--- config.mk ---
export PLATFORM = sky130hd
export DESIGN_NAME = s420_sweep_ctrl
export DESIGN_NICKNAME = d
export VERILOG_FILES = /design/src/rtl/s420_sweep_ctrl.sv
export SDC_FILE = /design/constraint.sdc
export NUM_CORES = 1
export LEC_CHECK = 0
export ABC_AREA = 1
export ABC_CLOCK_PERIOD_IN_PS = 9390
export CORE_ASPECT_RATIO = 0.7
export CORE_MARGIN = 5
export CORE_UTILIZATION = 55
export DETAILED_ROUTE_END_ITERATION = 10
export PLACE_DENSITY = 0.79
export SYNTH_ARGS = -nofsm -noshare
export SYNTH_HDL_FRONTEND = slang
export SYNTH_SLANG_ARGS = --single-unit
--- constraint.sdc ---
create_clock -name CK -period 9.39 [get_ports CK]
set_input_delay 1.878 -clock CK [delete_from_list [all_inputs] [get_ports CK]]
set_output_delay 1.878 -clock CK [all_outputs]
set_load 0.005 [all_outputs]
--- src/rtl/s420_sweep_ctrl.sv ---
// Sweep sequencer for one s420 counter/comparator: loads the compare pattern,
// issues a programmed number of P_0 pulses, then counts Z hits and records the first one.
module s420_sweep_ctrl #(
    parameter int unsigned CNT_W     = 16,
    parameter int unsigned C_W       = 17,
    parameter int unsigned DRAIN_CYC = 2
) (
    input  logic             CK,
    input  logic             RST,
    input  logic             START,
    input  logic             ABORT,
    input  logic             MODE,
    input  logic [CNT_W-1:0] RUN_LEN,
    input  logic [C_W-1:0]   C_PAT,
    input  logic             Z_IN,
    output logic             P0_OUT,
    output logic [C_W-1:0]   C_OUT,
    output logic             BUSY,
    output logic             DONE,
    output logic [CNT_W-1:0] Z_CNT,
    output logic [CNT_W-1:0] FIRST_HIT,
    output logic             HIT_VALID
);

    localparam int unsigned     DW         = (DRAIN_CYC > 1) ? $clog2(DRAIN_CYC) : 1;
    localparam logic [DW-1:0]   DRAIN_LAST = DW'(DRAIN_CYC - 1);
    localparam logic [CNT_W-1:0] CNT_MAX   = '1;

    typedef enum logic [2:0] {
        ST_IDLE,
        ST_LOAD,
        ST_RUN,
        ST_DRAIN,
        ST_DONE
    } state_t;

    state_t           state_q, state_d;
    logic             mode_q, mode_d;
    logic [CNT_W-1:0] len_q, len_d;
    logic [CNT_W-1:0] hi_q, hi_d;
    logic [CNT_W-1:0] idx_q, idx_d;
    logic [DW-1:0]    drain_q, drain_d;
    logic             p0_q, p0_d;
    logic [C_W-1:0]   c_q, c_d;
    logic             busy_q, busy_d;
    logic             done_q, done_d;
    logic [CNT_W-1:0] zcnt_q, zcnt_d;
    logic [CNT_W-1:0] fh_q, fh_d;
    logic             hv_q, hv_d;
    logic             sample_z;

    // State and registered outputs
    always_ff @(posedge CK or posedge RST) begin
        if (RST) begin
            state_q <= ST_IDLE;
            mode_q  <= 1'b0;
            len_q   <= '0;
            hi_q    <= '0;
            idx_q   <= '0;
            drain_q <= '0;
            p0_q    <= 1'b0;
            c_q     <= '0;
            busy_q  <= 1'b0;
            done_q  <= 1'b0;
            zcnt_q  <= '0;
            fh_q    <= '0;
            hv_q    <= 1'b0;
        end else begin
            state_q <= state_d;
            mode_q  <= mode_d;
            len_q   <= len_d;
            hi_q    <= hi_d;
            idx_q   <= idx_d;
            drain_q <= drain_d;
            p0_q    <= p0_d;
            c_q     <= c_d;
            busy_q  <= busy_d;
            done_q  <= done_d;
            zcnt_q  <= zcnt_d;
            fh_q    <= fh_d;
            hv_q    <= hv_d;
        end
    end

    // Next state and next output values
    always_comb begin
        state_d  = state_q;
        mode_d   = mode_q;
        len_d    = len_q;
        hi_d     = hi_q;
        idx_d    = idx_q;
        drain_d  = drain_q;
        p0_d     = p0_q;
        c_d      = c_q;
        busy_d   = busy_q;
        done_d   = 1'b0;
        zcnt_d   = zcnt_q;
        fh_d     = fh_q;
        hv_d     = hv_q;
        sample_z = 1'b0;

        case (state_q)
            ST_IDLE: begin
                if (START && !ABORT) begin
                    mode_d  = MODE;
                    len_d   = RUN_LEN;
                    c_d     = C_PAT;
                    zcnt_d  = '0;
                    fh_d    = '0;
                    hv_d    = 1'b0;
                    idx_d   = '0;
                    hi_d    = '0;
                    drain_d = '0;
                    busy_d  = 1'b1;
                    if (RUN_LEN == '0) begin
                        state_d = ST_DONE;
                        done_d  = 1'b1;
                    end else begin
                        state_d = ST_LOAD;
                    end
                end
            end
            ST_LOAD: begin
                if (ABORT) begin
                    state_d = ST_IDLE;
                    busy_d  = 1'b0;
                end else begin
                    state_d = ST_RUN;
                    p0_d    = 1'b1;
                    hi_d    = CNT_W'(1);
                end
            end
            ST_RUN: begin
                sample_z = 1'b1;
                if (ABORT) begin
                    state_d = ST_IDLE;
                    p0_d    = 1'b0;
                    busy_d  = 1'b0;
                end else if (p0_q && (hi_q == len_q)) begin
                    state_d = ST_DRAIN;
                    p0_d    = 1'b0;
                    drain_d = '0;
                end else if (mode_q && p0_q) begin
                    p0_d = 1'b0;
                end else begin
                    p0_d = 1'b1;
                    hi_d = hi_q + CNT_W'(1);
                end
            end
            ST_DRAIN: begin
                sample_z = 1'b1;
                if (ABORT) begin
                    state_d = ST_IDLE;
                    busy_d  = 1'b0;
                end else if (drain_q == DRAIN_LAST) begin
                    state_d = ST_DONE;
                    done_d  = 1'b1;
                end else begin
                    drain_d = drain_q + DW'(1);
                end
            end
            ST_DONE: begin
                state_d = ST_IDLE;
                busy_d  = 1'b0;
            end
            default: begin
                state_d = ST_IDLE;
                p0_d    = 1'b0;
                busy_d  = 1'b0;
            end
        endcase

        // Z hit accounting over RUN and DRAIN cycles, both counters saturating
        if (sample_z) begin
            if (Z_IN) begin
                if (zcnt_q != CNT_MAX) begin
                    zcnt_d = zcnt_q + CNT_W'(1);
                end
                if (!hv_q) begin
                    fh_d = idx_q;
                    hv_d = 1'b1;
                end
            end
            if (idx_q != CNT_MAX) begin
                idx_d = idx_q + CNT_W'(1);
            end
        end
    end

    assign P0_OUT    = p0_q;
    assign C_OUT     = c_q;
    assign BUSY      = busy_q;
    assign DONE      = done_q;
    assign Z_CNT     = zcnt_q;
    assign FIRST_HIT = fh_q;
    assign HIT_VALID = hv_q;

endmodule

==> flow_summary.ini <==
[outcome]
status = finished, final reports clean

[pwr]
switch_pwr_w = 0.0006382
clock_power_share = 0.239
switching_fraction = 0.3739
lkg_pwr_nw = 3.188
power.sequential.fraction = 0.398
p_int_w = 0.001069
power.ir.vdd_worst_uv = 157.8
pwr-share-comb = 0.363
power_per_cell_area_mw_per_mm2 = 247.7

[logic_synthesis]
synthCells = 750
syn-num-nets = 792
most_area_consuming_cells_after_synthesis = sky130_fd_sc_hd__dfrtp_1 (47%), sky130_fd_sc_hd__nand2_1 (16%), sky130_fd_sc_hd__inv_1 (5.8%)
ff_latch_count_synth = 106
synth.cell_area_mm2 = 0.005597
synth.yosys.seq_area_share = 0.4740
dominantRegCellSynth = sky130_fd_sc_hd__dfrtp_1
yosys.area.top_type_share = 0.4740
syn_avg_cell_area_um2 = 7.462
synth_warnings = 0
netlist.top_cell.by_area = sky130_fd_sc_hd__dfrtp_1
synthDistinctLibCells = 39
asyncSetResetFlopFracSynth = 1.000
synth_edf_count = 0

[clock_network]
clk_pin_slew_ns = 0.07
tritoncts = yes
cts_root_buf = sky130_fd_sc_hd__clkbuf_16
cts-buffers-inserted = 9
cts.sinks = 106
cts.hold.buffers_added = 0
post_cts_resized = 0
worstSkewPairLatency_ns = 0.35
ctsHtreeMaxLevel = 3
post_cts_buffers = 0
clock_path_buffers = 2

[flow_run]
timing.max_cap.violations = 0

[critical_path]
regToRegEndpoint = idx_q[5]
rrSetupSlack_ns = 7.17
cpMaxStageDelayCell = sky130_fd_sc_hd__inv_2
reg2regPathDepth = 10
worstSetupStartpoint = ABORT
cp-end-kind = flop
start_kind = input port
timing.critical_path.mode_cell = sky130_fd_sc_hd__inv_2
critical_path.endpoint = Z_CNT[8]
path_cells = clkdlybuf4s50_1 -> inv_2 -> nand2_1 -> nor2_4 -> inv_2 -> o21ai_0 -> a21oi_1
timing.critical_path.fanout_max = 57
max_stage_delay_ns = 0.66
critPathKind = input port to flop
worst-endpoint-arrival_ns = 3.97
worstPathRequired_ns = 9.66
critical_path.reg2reg.startpoint = idx_q[0]

[drt]
drt_first_pass_iters = 6
post_drt_via_cell_ratio = 5.487
detail_route.wl_per_cell_um = 15.19
drt_iter0_markers = 440
antenna_violating_nets_post_route = 0
detailroute.via_count = 5284
drc_errors = 0
postRouteWirelength_um = 14630

[floorplanning]
start_util = 0.5713
die_height_um = 94.40
rows = 30
core_area_mm2 = 0.009797
die_w_um = 130.6
floorplan.die_area_mm2 = 0.01233
design.portCount = 92

[timing]
clock.fmax_mhz = 269.7
final_hold_viol_count = 0
final_max_slew_viol_count = 0
final_min_period_over_clock_period = 0.3949
timing_worst_slew_pin_value_ns = 0.9595
rsz0062_at_grt = false
finalSetupViolCount = 0
period_minus_slack_ns = 3.708
post_route_setup_tns_ns = 0
worst_clock_skew_ns = 0.005454
relSlewSlack = 0.3603

[final_layout]
synthToLayoutAreaGrowth_pct = 23.14
post-route-cell-area_mm2 = 0.006892
drive_gt1_frac = 0.05509
design.final.nets = 872
mostFrequentLayoutCell = sky130_fd_sc_hd__nand2_1
layout.cells.most_common_list = sky130_fd_sc_hd__nand2_1 (234), sky130_fd_sc_hd__dfrtp_1 (106), sky130_fd_sc_hd__clkdlybuf4s50_1 (91)
num_antenna_cells = 0

[global_route]
grt_antenna_before_repair = 0
grt_pass1_vias = 5096
grt_util_all_layers = 0.2501
groute.layer.met1.usage = 0.3630
grt_pass1_wl_um = 24610
use_met3 = 0.05201
top_usage_layer = met2
global_route.overflow_total = 0
grt_max_degree = 79
global_route.usage.met2 = 0.3812

[min_path]
hold_depth = 1
worstHoldPathType = flop to flop

[placement]
gp_weighted_congestion = 0.9518
placement.cell_area_mm2 = 0.006571
dp.final_hpwl_um = 10310
numPortBuffers = 91
[critical path: cells and delay by family]
kind / cells / cell delay, ns
simple gates: 2 / 0.25
compound gates: 2 / 0.43
buf+inv: 3 / 1.37
[metal layers]
metal,vias to the layer above,share of wire
met3,29,0.076
met4,0,0.016
met5,-,0
met2,206,0.45
met1,2512,0.46
li1,2537,-
[flip-flops by register name, summed over array words and instances, names as in the netlist]
register,count
hi_q,16
Z_CNT,16
BUSY,1
mode_q,1
drain_q,1
C_OUT,17
P0_OUT,1
idx_q,16
state_q,3
FIRST_HIT,16
HIT_VALID,1
DONE,1
len_q,16
[synth_stat cells, drive strengths merged (2+ instances only)]
master,count
a21oi,20
a31oi,3
buf,14
clkbuf,10
dfrtp,106
ha,3
inv,95
nand2,239
nand3,64
nand4,9
nor2,77
nor3,15
nor3b,2
nor4,2
o21ai,63
o21bai,3
o22ai,3
or2,2
xnor2,2
xor2,14
[kinds of logic (layout without fill, tap and decap cells)]
group,Yosys count,in the layout,synth area share
simple gates,411,411,0.3175
buf+inv,119,204,0.08540
flops,106,106,0.4740
compound gates,95,95,0.09144
xor+xnor,16,16,0.02504
fa+ha+maj,3,3,0.006708
[cell type report]
| type | count | area [µm²] |
|---|---|---|
| Clock buffer | 10 | 229.0 |
| Multi-Input combinational cell | 525 | 2471 |
| Clock inverter | 6 | 91.34 |
| Timing Repair Buffer | 93 | 925.9 |
| Tap cell | 128 | 160.2 |
| Inverter | 95 | 361.6 |
| Fill cell | 807 | 2905 |
| Sequential cell | 106 | 2653 |
[power groups by stage]
stage / Sequential (W) / Clock (W) / Combinational (W)
global route: 0.000696 / 0.000434 / 0.000689
CTS: 0.000677 / 0.000411 / 0.000620
floorplan: 0.000668 / 0 / 0.000371
finish: 0.000679 / 0.000407 / 0.000620
global placement: 0.000678 / 0 / 0.000593
detailed placement: 0.000683 / 0 / 0.000615
[how the worst min path moves through the flow]
stage | startpoint | endpoint | slack (ns)
floorplan | idx_q[11] | idx_q[11] | 0.43
global placement | idx_q[11] | idx_q[11] | 0.44
CTS | idx_q[11] | idx_q[11] | 0.46
finish | idx_q[11] | idx_q[11] | 0.46
detailed placement | idx_q[11] | idx_q[11] | 0.45
global route | idx_q[11] | idx_q[11] | 0.50
[per-stage QoR]
| stage | setup slack (ns) | std cells | util | hold WS, ns | total power (W) |
|---|---|---|---|---|---|
| 6_report | 5.682 | 963 | 0.7034 | 0.4611 | 0.001707 |
| 5_1_grt | 5.463 | 963 | 0.7034 | 0.5016 | 0.001819 |
| 4_1_cts | 5.720 | 963 | 0.7034 | 0.4640 | 0.001708 |
| 3_5_place_dp | 5.358 | 947 | 0.6708 | 0.4529 | 0.001299 |
| 3_3_place_gp | 5.483 | 947 | 0.6708 | 0.4410 | 0.001271 |
| 2_1_floorplan | 4.723 | 750 | - | 0.4274 | 0.001039 |
No activity file was read; power rests on OpenSTA's default activity.
